**config.mk**
```make
export PLATFORM = sky130hd
export DESIGN_NAME = accum_sequencer
export DESIGN_NICKNAME = d
export VERILOG_FILES = /design/src/rtl/acc_pkg.sv /design/src/rtl/acc_lane_add.sv /design/src/rtl/accum_sequencer.sv
export SDC_FILE = /design/constraint.sdc
export NUM_CORES = 2
export LEC_CHECK = 0
export ABC_AREA = 1
export CELL_PAD_IN_SITES_DETAIL_PLACEMENT = 1
export CELL_PAD_IN_SITES_GLOBAL_PLACEMENT = 2
export CORE_AREA = 2 2 602 604
export CTS_BUF_LIST = sky130_fd_sc_hd__clkbuf_4 sky130_fd_sc_hd__clkbuf_8
export DETAILED_ROUTE_END_ITERATION = 8
export DIE_AREA = 0 0 604 606
export PLACE_DENSITY = 0.48
export SETUP_SLACK_MARGIN = 0.4
export SLEW_MARGIN = 20
export SYNTH_ARGS = -nofsm -noshare
export SYNTH_HDL_FRONTEND = slang
export SYNTH_SLANG_ARGS = --single-unit
```
**constraint.sdc**
```tcl
create_clock -name i_clk -period 2.7 [get_ports i_clk]
set_input_delay 0.54 -clock i_clk [delete_from_list [all_inputs] [get_ports i_clk]]
set_output_delay 0.54 -clock i_clk [all_outputs]
set_load 0.01 [all_outputs]
```
**src/rtl/acc_pkg.sv**
```systemverilog
// Shared types and default sizing for the partial-sum accumulator sequencer.
// Saturation limits below apply to the default lane width.
package acc_pkg;

    typedef enum logic [1:0] {
        IDLE  = 2'd0,
        ACCUM = 2'd1,
        DRAIN = 2'd2,
        DONE  = 2'd3
    } state_t;

    localparam int DEF_VEC_WIDTH  = 384;
    localparam int DEF_LANE_WIDTH = 24;
    localparam int DEF_ARR_DEPTH  = 16;
    localparam int DEF_PASS_WIDTH = 8;
    localparam int NUM_LANES      = DEF_VEC_WIDTH / DEF_LANE_WIDTH;

    localparam logic [DEF_LANE_WIDTH-1:0] SAT_MAX =
        {1'b0, {(DEF_LANE_WIDTH-1){1'b1}}};
    localparam logic [DEF_LANE_WIDTH-1:0] SAT_MIN =
        {1'b1, {(DEF_LANE_WIDTH-1){1'b0}}};

endpackage

```
**src/rtl/acc_lane_add.sv**
```systemverilog
// One accumulator lane adder: wrapping two's complement add by default,
// clamping add (with clamp indication) when ACC_SAT_EN is defined.
module acc_lane_add
    import acc_pkg::*;
#(
    parameter int W = DEF_LANE_WIDTH
) (
    input  logic [W-1:0] a,
    input  logic [W-1:0] b,
    output logic [W-1:0] sum
`ifdef ACC_SAT_EN
    ,
    output logic         sat
`endif
);

`ifdef ACC_SAT_EN
    logic [W:0] ext;

    assign ext = {a[W-1], a} + {b[W-1], b};

    // Overflow shows up as the two top bits of the widened sum disagreeing.
    always_comb begin
        sat = ext[W] != ext[W-1];
        sum = ext[W-1:0];
        if (sat) begin
            if (ext[W]) sum = {1'b1, {(W-1){1'b0}}};
            else        sum = {1'b0, {(W-1){1'b1}}};
        end
    end
`else
    assign sum = a + b;
`endif

endmodule

```
**src/rtl/accum_sequencer.sv**
```systemverilog
// Partial-sum accumulator sequencer: K-pass lane-wise RMW over R rows, then
// drains rows downstream. ACC_SAT_EN selects saturating adds and o_sat_flag.
module accum_sequencer
    import acc_pkg::*;
#(
    parameter int VEC_WIDTH  = DEF_VEC_WIDTH,
    parameter int LANE_WIDTH = DEF_LANE_WIDTH,
    parameter int ARR_DEPTH  = DEF_ARR_DEPTH,
    parameter int ADDR_WIDTH = $clog2(ARR_DEPTH),
    parameter int PASS_WIDTH = DEF_PASS_WIDTH
) (
    input  logic                  i_clk,
    input  logic                  i_rst_n,
    input  logic                  i_start,
    input  logic [ADDR_WIDTH:0]   i_num_rows,
    input  logic [PASS_WIDTH-1:0] i_num_passes,
    input  logic                  i_psum_valid,
    output logic                  o_psum_ready,
    input  logic [VEC_WIDTH-1:0]  i_psum_data,
    output logic                  o_acc_we,
    output logic [ADDR_WIDTH-1:0] o_acc_addr_wr,
    output logic [VEC_WIDTH-1:0]  o_acc_data_wr,
    output logic [ADDR_WIDTH-1:0] o_acc_addr_rd,
    input  logic [VEC_WIDTH-1:0]  i_acc_data_rd,
    output logic                  o_out_valid,
    input  logic                  i_out_ready,
    output logic [VEC_WIDTH-1:0]  o_out_data,
`ifdef ACC_SAT_EN
    output logic                  o_sat_flag,
`endif
    output logic                  o_busy,
    output logic                  o_done,
    output logic                  o_cfg_err
);

    localparam int LANES = VEC_WIDTH / LANE_WIDTH;

    state_t                state;
    state_t                state_nx;
    logic [ADDR_WIDTH-1:0] row;
    logic [ADDR_WIDTH-1:0] drain;
    logic [PASS_WIDTH-1:0] pass;
    logic [ADDR_WIDTH:0]   rows_q;
    logic [PASS_WIDTH-1:0] passes_q;
    logic                  start_ok;
    logic                  accept;
    logic                  fire;
    logic                  row_last;
    logic                  pass_last;
    logic                  drain_last;
    logic [VEC_WIDTH-1:0]  sum_vec;

    assign start_ok = (i_num_rows != '0)
                   && (i_num_rows <= (ADDR_WIDTH+1)'(ARR_DEPTH))
                   && (i_num_passes != '0);
    assign accept     = (state == IDLE) && i_start && start_ok;
    assign fire       = (state == ACCUM) && i_psum_valid;
    assign row_last   = {1'b0, row} == rows_q - (ADDR_WIDTH+1)'(1);
    assign pass_last  = pass == passes_q - PASS_WIDTH'(1);
    assign drain_last = {1'b0, drain} == rows_q - (ADDR_WIDTH+1)'(1);

`ifdef ACC_SAT_EN
    logic [LANES-1:0] lane_sat;
`endif

    for (genvar g = 0; g < LANES; g++) begin : g_lane
        acc_lane_add #(.W(LANE_WIDTH)) u_add (
            .a   (i_acc_data_rd[g*LANE_WIDTH +: LANE_WIDTH]),
            .b   (i_psum_data[g*LANE_WIDTH +: LANE_WIDTH]),
            .sum (sum_vec[g*LANE_WIDTH +: LANE_WIDTH])
`ifdef ACC_SAT_EN
            ,
            .sat (lane_sat[g])
`endif
        );
    end

    always_ff @(posedge i_clk or negedge i_rst_n) begin
        if (!i_rst_n) state <= IDLE;
        else          state <= state_nx;
    end

    always_comb begin
        state_nx = state;
        unique case (state)
            IDLE:  if (accept) state_nx = ACCUM;
            ACCUM: if (fire && row_last && pass_last) state_nx = DRAIN;
            DRAIN: if (i_out_ready && drain_last) state_nx = DONE;
            DONE:  state_nx = IDLE;
        endcase
    end

    always_ff @(posedge i_clk or negedge i_rst_n) begin
        if (!i_rst_n) begin
            row      <= '0;
            pass     <= '0;
            drain    <= '0;
            rows_q   <= '0;
            passes_q <= '0;
        end else begin
            unique case (state)
                IDLE: if (accept) begin
                    rows_q   <= i_num_rows;
                    passes_q <= i_num_passes;
                    row      <= '0;
                    pass     <= '0;
                    drain    <= '0;
                end
                ACCUM: if (fire) begin
                    if (row_last) begin
                        row  <= '0;
                        pass <= pass + PASS_WIDTH'(1);
                    end else begin
                        row  <= row + ADDR_WIDTH'(1);
                    end
                end
                DRAIN: if (i_out_ready) drain <= drain + ADDR_WIDTH'(1);
                default: ;
            endcase
        end
    end

`ifdef ACC_SAT_EN
    always_ff @(posedge i_clk or negedge i_rst_n) begin
        if (!i_rst_n)                             o_sat_flag <= 1'b0;
        else if (accept)                          o_sat_flag <= 1'b0;
        else if (fire && pass != '0 && |lane_sat) o_sat_flag <= 1'b1;
    end
`endif

    // Pass 0 overwrites so stale array contents never need a clear cycle.
    always_comb begin
        o_psum_ready  = 1'b0;
        o_acc_we      = 1'b0;
        o_acc_addr_wr = '0;
        o_acc_addr_rd = '0;
        o_acc_data_wr = '0;
        o_out_valid   = 1'b0;
        o_out_data    = '0;
        o_done        = 1'b0;
        unique case (state)
            ACCUM: begin
                o_psum_ready  = 1'b1;
                o_acc_we      = i_psum_valid;
                o_acc_addr_wr = row;
                o_acc_addr_rd = row;
                o_acc_data_wr = (pass == '0) ? i_psum_data : sum_vec;
            end
            DRAIN: begin
                o_acc_addr_rd = drain;
                o_out_valid   = 1'b1;
                o_out_data    = i_acc_data_rd;
            end
            DONE:    o_done = 1'b1;
            default: ;
        endcase
    end

    assign o_busy    = state != IDLE;
    assign o_cfg_err = (state == IDLE) && i_start && !start_ok;

endmodule

```
==> results_dict.tcl <==
set metrics [dict create \
    skew_ps 5.136 \
    grt_use_met3_pct 2.240 \
    grt_pass1_wl_microns 497800 \
    cellLeakagePower_nw 43.47 \
    syn_nets 8417 \
    viasPerCell 3.895 \
    fin_ws_ps -473.0 \
    cts_root_buf "clkbuf_8" \
    path_clk_slew_ps 70 \
    synth_seq_area_share_pct 2.198 \
    grt_setup_unrepaired "true" \
    synth_top_flop_cell "dfrtp_1" \
    synth.area.mux_share_pct 0 \
    synth-simple-area-share_pct 46.08 \
    die_w_microns 604 \
    crit_start "pass[4]" \
    netlist_area_sq_um 35290 \
    ctsHtreeMaxLevel 2 \
    num_rows 221 \
    grt_use_total_pct 18.98 \
    clk_latency_ps 290 \
    endpoint "o_acc_data_wr[166]" \
    dr.pass1.iters 5 \
    layout.nets 11850 \
    async_reset_ff_share_pct 100.0 \
    avgSynthCellArea_sq_um 4.877 \
    status "finished, violations left" \
    drt_iter0_markers 2202 \
    fin_tns_setup_ps -158110 \
    synth_xor_area_share_pct 4.169 \
    synth_compound_gate_area_share_pct 15.74 \
    cp.arrival_ps 2630 \
    cts_tree "done" \
    ir_drop_v 0.0003044 \
    dieArea_sq_um 366000 \
    wl_microns 368600 \
    portBuffers 1567 \
    antenna_found_initial 172 \
    r2r_setup_slack_ps 170 \
    finalMaxSlewViolations 0 \
    finish.instance_area_sq_um 84370 \
    min_path_type "reg -> reg" \
    route.detailed.drc 0 \
    wl_per_cell_microns 23.71 \
    start_util_pct 9.795 \
    max_freq_ghz 0.3152 \
    power_mw 45.74 \
    grt_use_met2_pct 37.13 \
    areaGrowthSynthToFinish_pct 139.1 \
    yosysMostFrequentCell "nand2_1" \
    syn_inst 7237 \
    slew_headroom_pct 68.12 \
    grt_pass1_vias 64310 \
    place_area_sq_um 72400 \
    r2r-end "state[0]" \
    grt_use_met1_pct 21.53 \
    worst_pin_slew_ps 478.3 \
    dp_hpwl_microns 324200 \
    gr-total-overflow 0 \
    worstPathRequired_ps 2160 \
    final_antenna_net_count 0 \
    synth-edff-count 0 \
    clock_sinks 31 \
    crit_fanout 7 \
    startpoint_type "flop" \
    holdBufCountCts 0 \
    synth.area.top_cells "nand2_1, inv_1, ha_1, nor2_1, a21oi_1" \
    synth.distinct_cells 42 \
    setup_viol 711 \
    finalHoldViolCount 0 \
    vias 60570 \
    critical_path_class "reg -> out" \
    r2r_start "state[1]" \
    drive_above_1_share_pct 40.93 \
    synth_common_cells "nand2_1, inv_1, nor2_1" \
    yosys_register_bits 31 \
    synth_top_area_cell "nand2_1" \
    synth_top_family_by_area "simple AND/OR/NAND/NOR gates" \
    pin_count 1568 \
    die_height_microns 606 \
    gp_congestion 0.9253 \
    maxCapViolations 0 \
    reg2reg_depth 15 \
    synthAdderAreaFrac_pct 14.31 \
    clockBufferDepth 2 \
    coreArea_sq_um 360300 \
    powerDensity_nw_per_um2 542.2 \
    synth_top_area_share_pct 22.65 \
    period_share_pct 117.5 \
    ys_warn_count 0 \
    numCtsBuffers 5 \
    violations "setup timing" \
    grt-busiest-layer "met2" \
    grt_max_degree 49 \
    finalCriticalPeriod_ps 3173 \
    end_kind "primary output" \
]
-- kinds of logic after synthesis --
group,after synthesis
AOI/OAI and AO/OA,1054
and+or+nand+nor,3984
DFF,31
buffers and inverters,1606
xor gates and xnor gates,168
adders and majority gates,394
-- per-stage QoR --
step           worst slack, ps  util [%]  hold slack, ps  std cells
2_1_floorplan            251.4         -           244.4       7237
3_5_place_dp             -1582     20.09           506.5      15120
5_1_grt                 -584.8     23.41           577.8      15530
3_3_place_gp             -1703     20.09           500.4      15120
6_report                -473.0     23.42           531.1      15550
4_1_cts                 -573.2     22.22           536.9      15320
-- worst min path at each step --
stage                start  cells after the start  slack, ps     endpoint
6_report       passes_q[7]                      2        530  passes_q[7]
3_5_place_dp   passes_q[7]                      2        510  passes_q[7]
4_1_cts        passes_q[7]                      2        540  passes_q[7]
5_1_grt        passes_q[7]                      2        580  passes_q[7]
3_3_place_gp   passes_q[7]                      2        500  passes_q[7]
2_1_floorplan      i_rst_n                      0        240     drain[0]
-- layout by cell type (no fill, tap or decap), types with 61 or more instances in the layout --
master and n:
ha_4 350, nand3_1 291, clkdlybuf4s50_1 421, nand3_2 139
buf_2 75, o21ai_1 142, clkdlybuf4s15_2 116, nand2_4 86
nor2_1 805, dlymetal6s2s_1 95, inv_1 1329, nand4_1 158
a21oi_2 174, buf_4 1811, nand2_1 1727, inv_2 88
nand2_2 317, clkbuf_2 152, nor2_4 93, nor2_2 184
buf_6 206, diode_2 88, o21ai_2 62, o21ai_0 259
buf_12 160, a21oi_1 244, dlygate4sd2_1 446, xor2_1 88
a21oi_4 61
-- per-layer routing --
| metal | wire length, microns | up-vias |
|---|---|---|
| li1 | - | 29600 |
| met1 | 147600 | 29160 |
| met2 | 196500 | 1282 |
| met3 | 12650 | 438 |
| met4 | 11290 | 94 |
| met5 | 609 | - |
-- sequential cells by signal, indices dropped and copies added, names as in the netlist --
| signal | cells |
|---|---|
| pass | 8 |
| rows_q | 5 |
| state | 2 |
| passes_q | 8 |
| drain | 4 |
| row | 4 |
-- timing repair --
action / 4_1_cts / 5_1_grt
gates cloned: 16 / 20
gates resized for setup: 3078 / 1502
setup buffers: 176 / 118
pin swaps: 436 / 362
setup endpoints to repair: 790 / 793
-- report_power, final --
| group | switching [mW] | leakage (nW) | internal (mW) |
|---|---|---|---|
| combinational | 24.5 | 43.0 | 20.1 |
| clock | 0.210 | 0.0407 | 0.180 |
| sequential | 0.167 | 0.402 | 0.604 |
-- worst max-delay path: stages, from the launching register on --
cell     delay, ps
dfrtp_1        410
nor4_4         300
buf_4          180
nand2_8        110
buf_16         190
buf_12         160
buf_12         130
buf_8          130
buf_16         140
buf_4          160
nor2_2          80
nor2_1          40
nand2_1        100
inv_2           60
buf_6          120
-- layout make-up --
cell class                 instances  area, sq um
fill                           44270       275900
timing repair buffer            3599        33000
antenna                           88        220.2
sequential                        31        775.7
tap                             4794         5998
inverter                        1429         5414
multi-input combinational       5600        38850
clock buffer                       5        68.82
clock inverter                     3        20.02
timing repair inverter             1        16.27
Note: power is estimated with default switching activity, not from simulation.
